$ cat config.mk
export PLATFORM = sky130hd
export DESIGN_NAME = des_sweep_sequencer_flat
export DESIGN_NICKNAME = d
export VERILOG_FILES = /design/src/rtl/des_sweep_sequencer_if.sv /design/src/rtl/des_sweep_sequencer.sv /design/src/flat_wrapper.sv
export SDC_FILE = /design/constraint.sdc
export NUM_CORES = 1
export LEC_CHECK = 0
export CAP_MARGIN = 40
export CORE_MARGIN = 2
export CORE_UTILIZATION = 35
export CTS_BUF_LIST = sky130_fd_sc_hd__clkbuf_16
export DETAILED_ROUTE_END_ITERATION = 7
export GPL_ROUTABILITY_DRIVEN = 0
export MAX_ROUTING_LAYER = met4
export PLACE_DENSITY_LB_ADDON = 0.12
export SYNTH_ARGS = -nofsm -noshare
export SYNTH_HDL_FRONTEND = slang
export SYNTH_SLANG_ARGS = --single-unit
$ cat constraint.sdc
create_clock -name clk -period 11.95 [get_ports clk]
set_input_delay 2.9875 -clock clk [delete_from_list [all_inputs] [get_ports clk]]
set_output_delay 2.9875 -clock clk [all_outputs]
set_load 0.01 [all_outputs]
$ cat src/rtl/des_sweep_sequencer_if.sv
// des_sweep_sequencer_if: bundles the two channels of the sweep sequencer.
//   Command channel (sequencer -> DES wrapper): cmd, cmd_valid, region, and
//   the wrapper's responses cmd_read, done, counter, ciphertext.
//   Result channel (sequencer -> consumer): res_valid/res_ready handshake
//   carrying res_region, res_counter, res_ciphertext, res_cycles.
// master = sequencer side, slave = wrapper/consumer side.
interface des_sweep_sequencer_if #(
    parameter int unsigned CYC_W = 32
) ();
    // command channel
    logic [31:0]      cmd;
    logic             cmd_valid;
    logic [31:0]      region;
    logic             cmd_read;
    logic             done;
    logic [63:0]      counter;
    logic [63:0]      ciphertext;

    // result channel
    logic             res_valid;
    logic             res_ready;
    logic [15:0]      res_region;
    logic [63:0]      res_counter;
    logic [63:0]      res_ciphertext;
    logic [CYC_W-1:0] res_cycles;

    modport master (
        output cmd, cmd_valid, region,
        input  cmd_read, done, counter, ciphertext,
        output res_valid, res_region, res_counter, res_ciphertext, res_cycles,
        input  res_ready
    );

    modport slave (
        input  cmd, cmd_valid, region,
        output cmd_read, done, counter, ciphertext,
        input  res_valid, res_region, res_counter, res_ciphertext, res_cycles,
        output res_ready
    );
endinterface

$ cat src/rtl/des_sweep_sequencer.sv
// des_sweep_sequencer: sweeps regions first_region..last_region (inclusive).
// For each region it issues READ_REGION, START, waits for done, captures the
// wrapper's counter/ciphertext, issues RESTART, then hands one result record
// to the consumer. All outputs are registered.
// Ports:
//   clk, rst          clock, asynchronous active-high reset
//   start, abort      sweep control (start sampled in IDLE, abort sticky)
//   first_region,
//   last_region       sweep range, sampled on accepted start
//   busy, sweep_done  status; sweep_done is a one-cycle end pulse
//   bus               command channel to the wrapper + result channel
module des_sweep_sequencer #(
    parameter int unsigned CYC_W = 32
) (
    input  logic                  clk,
    input  logic                  rst,
    input  logic                  start,
    input  logic                  abort,
    input  logic [15:0]           first_region,
    input  logic [15:0]           last_region,
    output logic                  busy,
    output logic                  sweep_done,
    des_sweep_sequencer_if.master bus
);

    localparam logic [31:0]      CMD_READ_REGION = 32'd0;
    localparam logic [31:0]      CMD_START       = 32'd1;
    localparam logic [31:0]      CMD_RESTART     = 32'd3;
    localparam logic [CYC_W-1:0] CYC_MAX         = '1;

    typedef enum logic [2:0] {
        S_IDLE,
        S_SEND_REGION,
        S_SEND_START,
        S_WAIT_DONE,
        S_CAPTURE,
        S_SEND_RESTART,
        S_RESULT,
        S_FINISH
    } state_t;

    state_t           state;
    logic [15:0]      cur;
    logic [15:0]      last;
    logic             abort_q;
    logic [CYC_W-1:0] cyc;

    // Sequencer FSM with registered outputs.
    always_ff @(posedge clk or posedge rst) begin
        if (rst) begin
            state              <= S_IDLE;
            cur                <= '0;
            last               <= '0;
            abort_q            <= 1'b0;
            cyc                <= '0;
            busy               <= 1'b0;
            sweep_done         <= 1'b0;
            bus.cmd            <= '0;
            bus.cmd_valid      <= 1'b0;
            bus.region         <= '0;
            bus.res_valid      <= 1'b0;
            bus.res_region     <= '0;
            bus.res_counter    <= '0;
            bus.res_ciphertext <= '0;
            bus.res_cycles     <= '0;
        end else begin
            sweep_done <= 1'b0;

            // Abort only takes effect at the RESULT decision, so the region
            // in flight always completes.
            if (state != S_IDLE && abort) begin
                abort_q <= 1'b1;
            end

            case (state)
                S_IDLE: begin
                    busy <= 1'b0;
                    if (start) begin
                        busy <= 1'b1;
                        cur  <= first_region;
                        last <= last_region;
                        if (first_region > last_region) begin
                            state <= S_FINISH;
                        end else begin
                            bus.region    <= {16'h0, first_region};
                            bus.cmd       <= CMD_READ_REGION;
                            bus.cmd_valid <= 1'b1;
                            state         <= S_SEND_REGION;
                        end
                    end
                end

                S_SEND_REGION: begin
                    if (bus.cmd_read) begin
                        bus.cmd_valid <= 1'b0;
                        state         <= S_SEND_START;
                    end
                end

                // Entered with cmd_valid low: one idle cycle between commands.
                S_SEND_START: begin
                    if (!bus.cmd_valid) begin
                        bus.cmd       <= CMD_START;
                        bus.cmd_valid <= 1'b1;
                    end else if (bus.cmd_read) begin
                        bus.cmd_valid <= 1'b0;
                        cyc           <= '0;
                        state         <= S_WAIT_DONE;
                    end
                end

                // done edge counts too; CAPTURE gives the wrapper's counter
                // register one more cycle to load.
                S_WAIT_DONE: begin
                    if (cyc != CYC_MAX) begin
                        cyc <= cyc + CYC_W'(1);
                    end
                    if (bus.done) begin
                        state <= S_CAPTURE;
                    end
                end

                S_CAPTURE: begin
                    bus.res_region     <= cur;
                    bus.res_counter    <= bus.counter;
                    bus.res_ciphertext <= bus.ciphertext;
                    bus.res_cycles     <= cyc;
                    bus.cmd            <= CMD_RESTART;
                    bus.cmd_valid      <= 1'b1;
                    state              <= S_SEND_RESTART;
                end

                S_SEND_RESTART: begin
                    if (bus.cmd_read) begin
                        bus.cmd_valid <= 1'b0;
                        bus.res_valid <= 1'b1;
                        state         <= S_RESULT;
                    end
                end

                // Compare before increment so last=FFFF never wraps cur.
                S_RESULT: begin
                    if (bus.res_ready) begin
                        bus.res_valid <= 1'b0;
                        if (abort_q || cur == last) begin
                            state <= S_FINISH;
                        end else begin
                            cur           <= 16'(cur + 16'd1);
                            bus.region    <= {16'h0, 16'(cur + 16'd1)};
                            bus.cmd       <= CMD_READ_REGION;
                            bus.cmd_valid <= 1'b1;
                            state         <= S_SEND_REGION;
                        end
                    end
                end

                // busy stays high through the sweep_done cycle; IDLE drops it.
                S_FINISH: begin
                    sweep_done <= 1'b1;
                    abort_q    <= 1'b0;
                    state      <= S_IDLE;
                end

                default: begin
                    state <= S_IDLE;
                end
            endcase
        end
    end

endmodule

$ cat src/flat_wrapper.sv
// flat-port wrapper written by rule: the top's interface ports become plain ports
module des_sweep_sequencer_flat 
#(
    parameter int unsigned CYC_W = 32
)
  (clk, rst, start, abort, first_region, last_region, busy, sweep_done, bus_cmd, bus_cmd_valid, bus_region, bus_cmd_read, bus_done, bus_counter, bus_ciphertext, bus_res_valid, bus_res_region, bus_res_counter, bus_res_ciphertext, bus_res_cycles, bus_res_ready);
  des_sweep_sequencer_if #(.CYC_W(CYC_W)) bus_i ();
  input  logic clk;
  input  logic rst;
  input  logic start;
  input  logic abort;
  input  logic [15:0] first_region;
  input  logic [15:0] last_region;
  output logic busy;
  output logic sweep_done;
  output wire logic [$bits(bus_i.cmd)-1:0] bus_cmd;
  output wire logic [$bits(bus_i.cmd_valid)-1:0] bus_cmd_valid;
  output wire logic [$bits(bus_i.region)-1:0] bus_region;
  input wire logic [$bits(bus_i.cmd_read)-1:0] bus_cmd_read;
  input wire logic [$bits(bus_i.done)-1:0] bus_done;
  input wire logic [$bits(bus_i.counter)-1:0] bus_counter;
  input wire logic [$bits(bus_i.ciphertext)-1:0] bus_ciphertext;
  output wire logic [$bits(bus_i.res_valid)-1:0] bus_res_valid;
  output wire logic [$bits(bus_i.res_region)-1:0] bus_res_region;
  output wire logic [$bits(bus_i.res_counter)-1:0] bus_res_counter;
  output wire logic [$bits(bus_i.res_ciphertext)-1:0] bus_res_ciphertext;
  output wire logic [$bits(bus_i.res_cycles)-1:0] bus_res_cycles;
  input wire logic [$bits(bus_i.res_ready)-1:0] bus_res_ready;
  assign bus_cmd = bus_i.cmd;
  assign bus_cmd_valid = bus_i.cmd_valid;
  assign bus_region = bus_i.region;
  assign bus_i.cmd_read = bus_cmd_read;
  assign bus_i.done = bus_done;
  assign bus_i.counter = bus_counter;
  assign bus_i.ciphertext = bus_ciphertext;
  assign bus_res_valid = bus_i.res_valid;
  assign bus_res_region = bus_i.res_region;
  assign bus_res_counter = bus_i.res_counter;
  assign bus_res_ciphertext = bus_i.res_ciphertext;
  assign bus_res_cycles = bus_i.res_cycles;
  assign bus_i.res_ready = bus_res_ready;
  des_sweep_sequencer #(.CYC_W(CYC_W)) u_core (.clk(clk), .rst(rst), .start(start), .abort(abort), .first_region(first_region), .last_region(last_region), .busy(busy), .sweep_done(sweep_done), .bus(bus_i));
endmodule
# Word level (Yosys, flattened, before mapping)
# Cells that the tools add are included.
op_classes:
  addsub: 2
  magnitude_cmp: 1
  eq_ne: 21
  n_mux: 44
  n_reduce_logical: 19
ops:
  columns: ["operator", "count"]
  rows:
  - ["32-bit 2-to-1 mux", 12]
  - ["32-bit case mux with 2 select lines", 2]
  - ["32-bit case mux with 4 select lines", 1]
  - ["16-bit 2-to-1 mux", 3]
  - ["32-bit by 1-bit adder with 32-bit output (second input constant)", 1]
  - ["32-bit != test (second input constant)", 1]
  - ["16-bit case mux with 2 select lines", 1]
  - ["3-bit 2-to-1 mux", 9]
  - ["3-bit case mux with 8 select lines", 1]
  - ["2-bit != test (second input constant)", 9]
  - ["16-bit by 1-bit adder with 16-bit output (second input constant)", 1]
  - ["16-bit equality test", 1]
  - ["16-bit > comparator", 1]
  - ["1-bit 2-to-1 mux", 13]
  - ["3-bit equality test (second input constant)", 4]
  - ["6-bit AND reduction", 2]
  - ["4-bit AND reduction", 2]
  - ["2-bit nonzero test", 4]
  - ["7-bit AND reduction", 1]
  - ["3-bit by 2-bit equality test with 1-bit output (second input constant)", 2]
  - ["2-bit by 1-bit != test with 1-bit output (second input constant)", 3]
  - ["1-bit case mux with 5 select lines", 1]
  - ["5-bit AND reduction", 1]
  - ["5-bit nonzero test", 1]
  - ["other kinds (10)", 10]
word_totals:
  regBits: 312
  out_inout_bits: 244

# Logic depth before layout (Yosys ltp)
# Gate-level depths: netlist (run 1).
depth:
  depth_word: 5
  ltp_mapped: 9

# Worst setup path before layout (run 1)
# No wires, ideal clock.
synth_path:
  path_type: "input port to flip-flop"
  from: "in last_region[11]"
  to: "reg u_core.bus.region[0]"
  setup_ns: 0.125
  arrival_ns: 4.833
  required_time_ns: 11.825
  setup_slack_ns: 6.992
  path_stages: 9
  cell_sequence: "inv_1 -> ha_1 -> nand4_1 -> or4_1 -> o21ai_1 -> a31oi_4 -> nor2_2 -> buf_6 -> mux2_4"
synth_via:
  elab_chain_len: 3
synth_lines:
  columns: ["element", "line", "text"]
  rows:
  - ["start, declared", "flat_wrapper.sv:13", "input logic [15:0] last_region;"]
  - ["16-bit > comparator", "des_sweep_sequencer.sv:82", "if (first_region > last_region) begin"]
  - ["2-bit != test (no source line)", null, null]
  - ["5-bit AND reduction (no source line)", null, null]
  - ["end signal, assigned", "des_sweep_sequencer.sv:85", "bus.region <= {16'h0, first_region};"]
  - ["end signal, assigned", "des_sweep_sequencer.sv:149", "bus.region <= {16'h0, 16'(cur + 16'd1)};"]
  - ["end, declared", "des_sweep_sequencer_if.sv:28", "output cmd, cmd_valid, region,"]
# Every way passes these cells.
# A chain may end at the register's enable or synchronous reset.

# Worst setup path in the final report (run 1)
layout_path:
  from: "in last_region[11]"
  to: "reg u_core.bus.region[11]"
# The elaborated chain is that of the path after synthesis.

==> out/results.ini, run 1 <==
[worst_setup_path]
cp_slowest_cell=or4_1
r2r_cells=7
cp.required_ps=12380
path_class=in -> reg
critPathBufInv=3
crit_start=last_region[11]
cp.depth=10
crit_fanout=13
slowest_delay_ps=550
r2r-start=u_core.state[0]$_DFFE_PP0P_
path_delay_family=simple AND/OR/NAND/NOR gates
r2r_slack_ps=8570
cp-start-kind=input port
end_kind=flip-flop
crit_path_cell_trace=clkdlybuf4s50_1, inv_1, ha_1, nand4_1, or4_1, a21o_1, a31oi_4, nor2_2, buf_8, mux2_1
crit_arrival_ps=5830
r2r_end=u_core.bus.res_ciphertext[3]$_DFFE_PP0P_

[floorplan]
core_area_um2=33700
die_height_um=189
num_rows=67
floorplan.initialDensity=0.357
ios=411
dieArea_um2=35900
die_width_um=189

[yosys]
yosys.area_share.adder=0.0187
async_flop_share=1.00
synthCells=960
synth_compound_area_frac=0.0547
synth_top_area_frac=0.553
synth_area_leader_cell=dfrtp_1
netlist_top_cells_area=dfrtp_1 55%, mux2_2 19%, buf_4 2.9%
avgSynthCellArea_um2=12.5
yosysWarningCount=0
synth_commonest_cells=266 x dfrtp_1, 201 x mux2_2, 53 x nor2_1
ys_ff_latch=266
synth-simple-area-share=0.0804
ys_seq_area_frac=0.553
synth_edf_count=0
synth_top_family_by_area=multiplexers
synth_mux_area_frac=0.202
synth.most_common_cell=dfrtp_1
netlist-cell-type-count=51
synth_xor_area_frac=0.0364
synth_area_um2=12000
dominantRegCellSynth=dfrtp_1

[sta]
timing.hold.ws_ps=475
fin_crit_sh=0.452
finalHoldViolCount=0
slew_violations=0
period_minus_slack_ps=5400
max_freq_ghz=0.185
setup_viol=0
finClkSkew_ps=7.47
max_slew.worst_pin.slew_ps=859
rsz0062_at_grt=no
fin_setup_tns_ps=0
maxSlewHeadroom=0.424

[routing]
drtIter0Drc=314
postRouteAntennaNets=0
drtPass1Iterations=5
vias_per_cell=4.73
drc_errors=0
totalWireLength_mm=33.8
post_drt_wl_per_cell_um=18.9
routed-via-count=8487

[placed_design]
io_buffer_count=364
dp_hpwl_mm=25.1
place_inst=1739

[final_layout]
drive_gt1_frac=0.202
fin_cells=1794
final_nets=1508
nFillCells=3052
n_antenna_cell=0
syn2layout_area_growth_pct=40.6

[min_path]
worstHoldStart=u_core.busy$_DFFE_PP0N_
holdPathStages=1
holdPathEnd=u_core.busy$_DFFE_PP0N_
hp-class=reg -> reg

[job]
cap_violations=0

[global_routing]
grt_use_total=0.189
grt_max_degree=95
antenna_found_initial=0
grt_pass1_wl_mm=51.1
grt_pass1_vias=8363
grt_overflow_total=0

[power_and_ir_drop]
leakage_nw=7.23
ir_drop_mv=0.144
finalPower_mw=4.26
pwr_density_cell_nw_per_um2=252

[clocking]
clkTransAtPathRegs_ps=60
clk_latency_ps=540
cts_tree=built
htreeDepth=1
cts_hold_buf=0
cts-resized-gates=0
cts_setup_buffers=0
clk_path_buf_depth=3
cts_buffers=30
cts_sinks=266
cts-root-buf=clkbuf_16

[run_status]
status=finished clean

## power by group
group          switching (mW)  internal, mW  total (mW)
clock network           0.365         0.484       0.848
registers               0.270          1.28        1.55
logic                   0.784          1.08        1.87
## metrics by stage
stage | utilization | setup WS, ps | area [um2]
after floorplan | - | 1640 | 12200
after global placement | 0.472 | 5850 | 15900
after detailed placement | 0.475 | 5950 | 16000
after CTS | 0.502 | 6520 | 16900
after global routing | 0.502 | 6390 | 16900
final | 0.502 | 6550 | 16900
## cell type report
class                   count  area, um2  area share
flip-flops and latches    266       6660       0.394
multi-input cells         625       4900       0.290
repair buffers            375       3800       0.225
clock buffers              31        776      0.0459
well taps                 448        561      0.0331
clock inverters            24        121     0.00718
inverters                  25        101     0.00599
## logic make-up after synthesis
kind of cell               count (synthesis)
DFF                                      266
xor gates and xnor gates                  50
other                                      1
and+or+nand+nor                          195
muxes                                    213
buffers and inverters                    114
AOI/OAI and AO/OA                        103
adders and majority gates                 18
## registers in the layout, summed over array words and instances (netlist names), 2 cells and up
name	cells
u_core.cur	16
u_core.cyc	32
u_core.bus.res_region	16
u_core.state	3
u_core.last	16
u_core.bus.res_ciphertext	64
u_core.bus.cmd	2
u_core.bus.res_counter	64
u_core.bus.region	16
u_core.bus.res_cycles	32
## layout by cell type (no fill, tap or decap), types with 5 or more instances in the layout
cell / count
clkdlybuf4s50_1: 364
dfrtp_1: 266
mux2_2: 201
nor2_1: 53
conb_1: 46
o21ai_0: 45
nand2_1: 40
nand3_1: 38
xor2_1: 36
inv_1: 33
clkbuf_16: 31
a21oi_1: 21
ha_1: 18
xnor2_1: 14
nand4_1: 13
and3_1: 10
o31ai_1: 10
clkinv_1: 10
nor4_1: 9
mux2_4: 9
nor3_1: 6
buf_4: 6
and4_1: 5
## layer usage
layer / routed length, um / GRT usage / share of wire / vias to the layer above
met5: 0 / - / 0 / -
met4: 718 / 0.0462 / 0.021 / 0
met3: 2190 / 0.0402 / 0.065 / 44
met2: 16600 / 0.311 / 0.49 / 257
met1: 14300 / 0.238 / 0.42 / 4164
li1: - / - / - / 4022
## worst max-delay path by stage
stage / end / slack [ps]
after global routing: u_core.bus.region[11]$_DFFE_PP0P_ / 6390
final: u_core.bus.region[11]$_DFFE_PP0P_ / 6550
after CTS: u_core.bus.region[11]$_DFFE_PP0P_ / 6520
after floorplan: u_core.abort_q$_DFFE_PP0P_ / 1640
after detailed placement: u_core.bus.region[9]$_DFFE_PP0P_ / 5950
after global placement: u_core.bus.region[10]$_DFFE_PP0P_ / 5850
No activity file was read; power rests on OpenSTA's default activity.
==> run 2: changes to the inputs <==
clock period = 5.25 ns   (was 11.95 ns; I/O delays follow)
==> out/results.ini, run 2 (synthesis gave the netlist of run 1 again) <==
[sta]
finClkSkew_ps=9.36  ; was 7.47 ps
fin_ws_ps=1600  ; was 6550 ps
setup_viol=0  ; unchanged
timing.hold.ws_ps=475  ; about the same
period_minus_slack_ps=3650
fin_crit_sh=0.695
maxSlewHeadroom=0.405  ; was 0.424
rsz0062_at_grt=no  ; unchanged
slew_violations=0  ; unchanged
fin_setup_tns_ps=0  ; unchanged
finalHoldViolCount=0  ; unchanged
max_slew.worst_pin.slew_ps=892  ; was 859 ps
max_freq_ghz=0.274

[worst_setup_path]
path_class=in -> reg  ; unchanged
cp-start-kind=input port  ; unchanged
cp.depth=10  ; unchanged
r2r_cells=7  ; unchanged
critPathBufInv=3  ; unchanged
slowest_delay_ps=550  ; about the same
cp_slowest_cell=or4_1  ; unchanged
end_kind=flip-flop  ; unchanged
path_delay_family=simple AND/OR/NAND/NOR gates  ; unchanged
crit_arrival_ps=4080  ; was 5830 ps
crit_path_cell_trace=clkdlybuf4s50_1, inv_1, ha_1, nand4_1, or4_1, a21o_1, a31oi_4, nor2_2, buf_8, mux2_4  ; was clkdlybuf4s50_1, inv_1, ha_1, nand4_1, or4_1, a21o_1, a31oi_4, nor2_2, buf_8, mux2_1
crit_fanout=13  ; unchanged
cp.required_ps=5690  ; was 12380 ps

[routing]
vias_per_cell=4.75  ; was 4.73
post_drt_wl_per_cell_um=18.6  ; was 18.9 um
postRouteAntennaNets=0  ; unchanged
drc_errors=0  ; unchanged
routed-via-count=8526  ; was 8487
totalWireLength_mm=33.4  ; was 33.8 mm
drtIter0Drc=356  ; was 314
drtPass1Iterations=4  ; was 5

[clocking]
cts_sinks=266  ; unchanged
cts_setup_buffers=0  ; unchanged
cts_tree=built  ; unchanged
clk_path_buf_depth=3  ; unchanged
htreeDepth=1  ; unchanged
clk_latency_ps=550  ; was 540 ps
cts_hold_buf=0  ; unchanged
clkTransAtPathRegs_ps=60  ; about the same
cts-resized-gates=0  ; unchanged
cts_buffers=31  ; was 30
cts-root-buf=clkbuf_16  ; unchanged

[floorplan]
die_width_um=189  ; unchanged
dieArea_um2=35900  ; unchanged
die_height_um=189  ; unchanged
core_area_um2=33700  ; unchanged
ios=411  ; unchanged
floorplan.initialDensity=0.357  ; unchanged
num_rows=67  ; unchanged

[global_routing]
grt_max_degree=154  ; was 95
grt_pass1_wl_mm=51.1  ; about the same
antenna_found_initial=1  ; was 0
grt_pass1_vias=8491  ; was 8363
grt_use_total=0.187  ; was 0.189
grt_overflow_total=0  ; unchanged

[power_and_ir_drop]
finalPower_mw=9.75  ; was 4.26 mW
leakage_nw=7.21  ; was 7.23 nW
ir_drop_mv=0.310  ; was 0.144 mV
pwr_density_cell_nw_per_um2=577  ; was 252 nW/um2

[final_layout]
syn2layout_area_growth_pct=40.6  ; about the same
layout_common_cells=364 x clkdlybuf4s50_1, 266 x dfrtp_1, 201 x mux2_2, 53 x nor2_1, 46 x conb_1  ; unchanged
fin_cells=1795  ; was 1794
layout_commonest_cell=clkdlybuf4s50_1  ; unchanged
reg.largest.list=u_core.bus.res_ciphertext: 64 flops, u_core.bus.res_counter: 64 flops  ; unchanged
drive_gt1_frac=0.203  ; was 0.202
final_area_um2=16900  ; about the same
final_core_util=0.502  ; about the same
final_nets=1507  ; was 1508

[placed_design]
place_inst=1737  ; was 1739
dp_hpwl_mm=24.2  ; was 25.1 mm
dp_slack_ps=1040  ; was 5950 ps
place_area_um2=16000  ; about the same
io_buffer_count=364  ; unchanged

[job]
cap_violations=0  ; unchanged

[min_path]
hp-class=reg -> reg  ; unchanged
holdPathStages=1  ; unchanged

[run_status]
status=finished clean  ; unchanged

run 2: final timing paths:
| kind | from | endpoint | slack [ps] |
|---|---|---|---|
| min in group asynchronous | rst | u_core.bus.res_counter[4]$_DFFE_PP0P_ | 1340 |
| setup / recovery | last_region[11] | u_core.bus.region[4]$_DFFE_PP0P_ | 1600 |
| hold / removal | u_core.busy$_DFFE_PP0N_ | u_core.busy$_DFFE_PP0N_ | 470 |
| max in group asynchronous | rst | u_core.last[6]$_DFFE_PP0P_ | 3170 |
| setup reg to reg | u_core.cur[11]$_DFFE_PP0P_ | u_core.bus.region[4]$_DFFE_PP0P_ | 2260 |
| hold reg to reg | u_core.busy$_DFFE_PP0N_ | u_core.busy$_DFFE_PP0N_ | 470 |
run 2: where the power goes:
| group | switching (mW) | internal, mW | total [mW] |
|---|---|---|---|
| logic | 1.78 | 2.45 | 4.24 |
| clock network | 0.843 | 1.15 | 2.00 |
| registers | 0.614 | 2.90 | 3.52 |
run 2: per-layer routing:
layer  global-route usage  part of all wire  vias up  wire, um
li1                     -                 -     4022         -
met1                0.231              0.42     4180     13900
met3               0.0426             0.062       57      2060
met4               0.0525             0.026        0       875
met2                0.308              0.50      267     16600
met5                    -                 0        -         0
run 2: layout make-up:
cell class	instances	area (um2)
flip-flops and latches	266	6660
clock buffers	31	776
diodes	1	2.50
clock inverters	26	158
multi-input cells	625	4900
repair buffers	373	3760
well taps	448	561
inverters	25	97.6
fillers	3024	16800
==> run 3: changes to the inputs <==
clock period = 3.4 ns   (was 5.25 ns; I/O delays follow)
==> out/results.ini, run 3 (synthesis gave the netlist of run 1 again) <==
[routing]
post_drt_wl_per_cell_um=18.4  ; was 18.6 um
totalWireLength_mm=33.5  ; was 33.4 mm
routed-via-count=8625  ; was 8526
drc_errors=0  ; unchanged
drtPass1Iterations=4  ; unchanged
drtIter0Drc=385  ; was 356
postRouteAntennaNets=0  ; unchanged
vias_per_cell=4.75  ; about the same

[sta]
finalHoldViolCount=0  ; unchanged
slew_violations=0  ; unchanged
period_minus_slack_ps=3170
maxSlewHeadroom=0.563  ; was 0.405
timing.hold.ws_ps=487  ; was 475 ps
finClkSkew_ps=10.0  ; was 9.36 ps
fin_crit_sh=0.933
max_slew.worst_pin.slew_ps=650  ; was 892 ps
setup_viol=0  ; unchanged
rsz0062_at_grt=no  ; unchanged
max_freq_ghz=0.315

[final_layout]
drive_gt1_frac=0.214  ; was 0.203
layout_common_cells=364 x clkdlybuf4s50_1, 266 x dfrtp_1, 201 x mux2_2, 53 x nor2_1, 46 x conb_1  ; unchanged
reg.largest.list=u_core.bus.res_ciphertext: 64 flops, u_core.bus.res_counter: 64 flops  ; unchanged
fin_cells=1814  ; was 1795
n_antenna_cell=0  ; was 1
final_core_util=0.507  ; was 0.502
final_area_um2=17100  ; was 16900 um2
final_nets=1529  ; was 1507
layout_commonest_cell=clkdlybuf4s50_1  ; unchanged
syn2layout_area_growth_pct=41.9  ; was 40.6%

[global_routing]
met2_usage=0.312  ; was 0.308
gr-usage-met3=0.0384  ; was 0.0426
busiest_layer=met2  ; unchanged
grt_max_degree=94  ; was 154
antenna_found_initial=0  ; was 1
use_met1=0.231  ; about the same
grt_overflow_total=0  ; unchanged
grt_pass1_vias=8649  ; was 8491
grt_pass1_wl_mm=51.3  ; was 51.1 mm
grt_use_total=0.187  ; about the same

[worst_setup_path]
crit_fanout=8  ; was 13
r2r-start=u_core.cur[11]$_DFFE_PP0P_  ; unchanged
r2r_cells=6  ; was 7
end_kind=flip-flop  ; unchanged
endpoint=u_core.bus.region[9]$_DFFE_PP0P_  ; was u_core.bus.region[4]$_DFFE_PP0P_
crit_arrival_ps=3600  ; was 4080 ps
r2r_end=u_core.cur[5]$_DFFE_PP0P_  ; was u_core.bus.region[4]$_DFFE_PP0P_
cp.required_ps=3830  ; was 5690 ps
crit_start=last_region[15]  ; was last_region[11]
path_class=in -> reg  ; unchanged
r2r_slack_ps=680  ; was 2260 ps
cp-start-kind=input port  ; unchanged

[run_status]
status=finished clean  ; unchanged

[placed_design]
dp_hpwl_mm=24.5  ; was 24.2 mm
io_buffer_count=364  ; unchanged
place_area_um2=16100  ; was 16000 um2
place_inst=1759  ; was 1737

[clocking]
clkTransAtPathRegs_ps=60  ; about the same
cts_setup_buffers=0  ; unchanged
clk_path_buf_depth=3  ; unchanged
cts_buffers=31  ; unchanged
cts_hold_buf=0  ; unchanged
clk_latency_ps=560  ; was 550 ps
cts_tree=built  ; unchanged
cts_sinks=266  ; unchanged
cts-root-buf=clkbuf_16  ; unchanged
htreeDepth=1  ; unchanged
cts-resized-gates=0  ; unchanged

[floorplan]
die_width_um=189  ; unchanged
core_area_um2=33700  ; unchanged
num_rows=67  ; unchanged
floorplan.initialDensity=0.357  ; unchanged
dieArea_um2=35900  ; unchanged
ios=411  ; unchanged
die_height_um=189  ; unchanged

[power_and_ir_drop]
leakage_nw=7.33  ; was 7.21 nW
ir_drop_mv=0.451  ; was 0.310 mV
pwr_density_cell_nw_per_um2=886  ; was 577 nW/um2

[min_path]
worstHoldStart=u_core.busy$_DFFE_PP0N_  ; unchanged
hp-class=reg -> reg  ; unchanged

[job]
cap_violations=0  ; unchanged

## run 3: changes by cell type in the layout (fill, tap and decap cells not counted)
cell      delta
buf_8        -1
buf_4       +21
clkinv_1     -5
buf_6        +1
diode_2      -1
clkinv_2     -3
inv_1        +5
inv_6        +1
buf_12       +1
## run 3: layout make-up
cell class,instances,area [um2]
clock inverters,24,151
well taps,448,561
repair buffers,395,3930
inverters,25,97.6
flip-flops and latches,266,6660
clock buffers,31,776
multi-input cells,625,4900
fillers,3023,16600
## run 3: power breakdown
part | leakage (nW) | internal, mW | switching, mW
sequential | 3.29 | 4.49 | 0.934
clock | 0.496 | 1.78 | 1.30
combinational | 3.54 | 3.84 | 2.78
## run 3: how the worst min path moves through the flow
stage                                              to  slack [ps]  depth (start not counted)
6_report                      u_core.busy$_DFFE_PP0N_         490                          1
4_1_cts                       u_core.busy$_DFFE_PP0N_         490                          1
3_5_place_dp                  u_core.busy$_DFFE_PP0N_         470                          1
3_3_place_gp         u_core.bus.region[9]$_DFFE_PP0P_         480                          1
5_1_grt        u_core.bus.res_counter[22]$_DFFE_PP0P_         510                          1
2_1_floorplan              u_core.cyc[14]$_DFFE_PP0P_         460                          1
## run 3: layer usage
layer  vias to the layer above  part of all wire
met5                         -                 0
met1                      4221              0.42
met3                        52             0.063
li1                       4073                 -
met4                         0             0.024
met2                       279              0.50
## run 3: critical path, cell delays in order
cell and delay (ps):
clkdlybuf4s50_1 500, inv_1 50, ha_1 290, nand4_1 160, or4_1 480, o21ai_1 270, a31oi_4 60, nor2_2 370
buf_6 230, mux2_1 340
## run 3: through the flow
stage	TNS (ps)	setup WS, ps	total power [mW]
after floorplan	-255760	-961	8.87
after global placement	-4540	-390	12.1
after detailed placement	-3120	-359	12.2
after CTS	0	249	15.4
after global routing	0	121	16.0
final	0	229	15.1
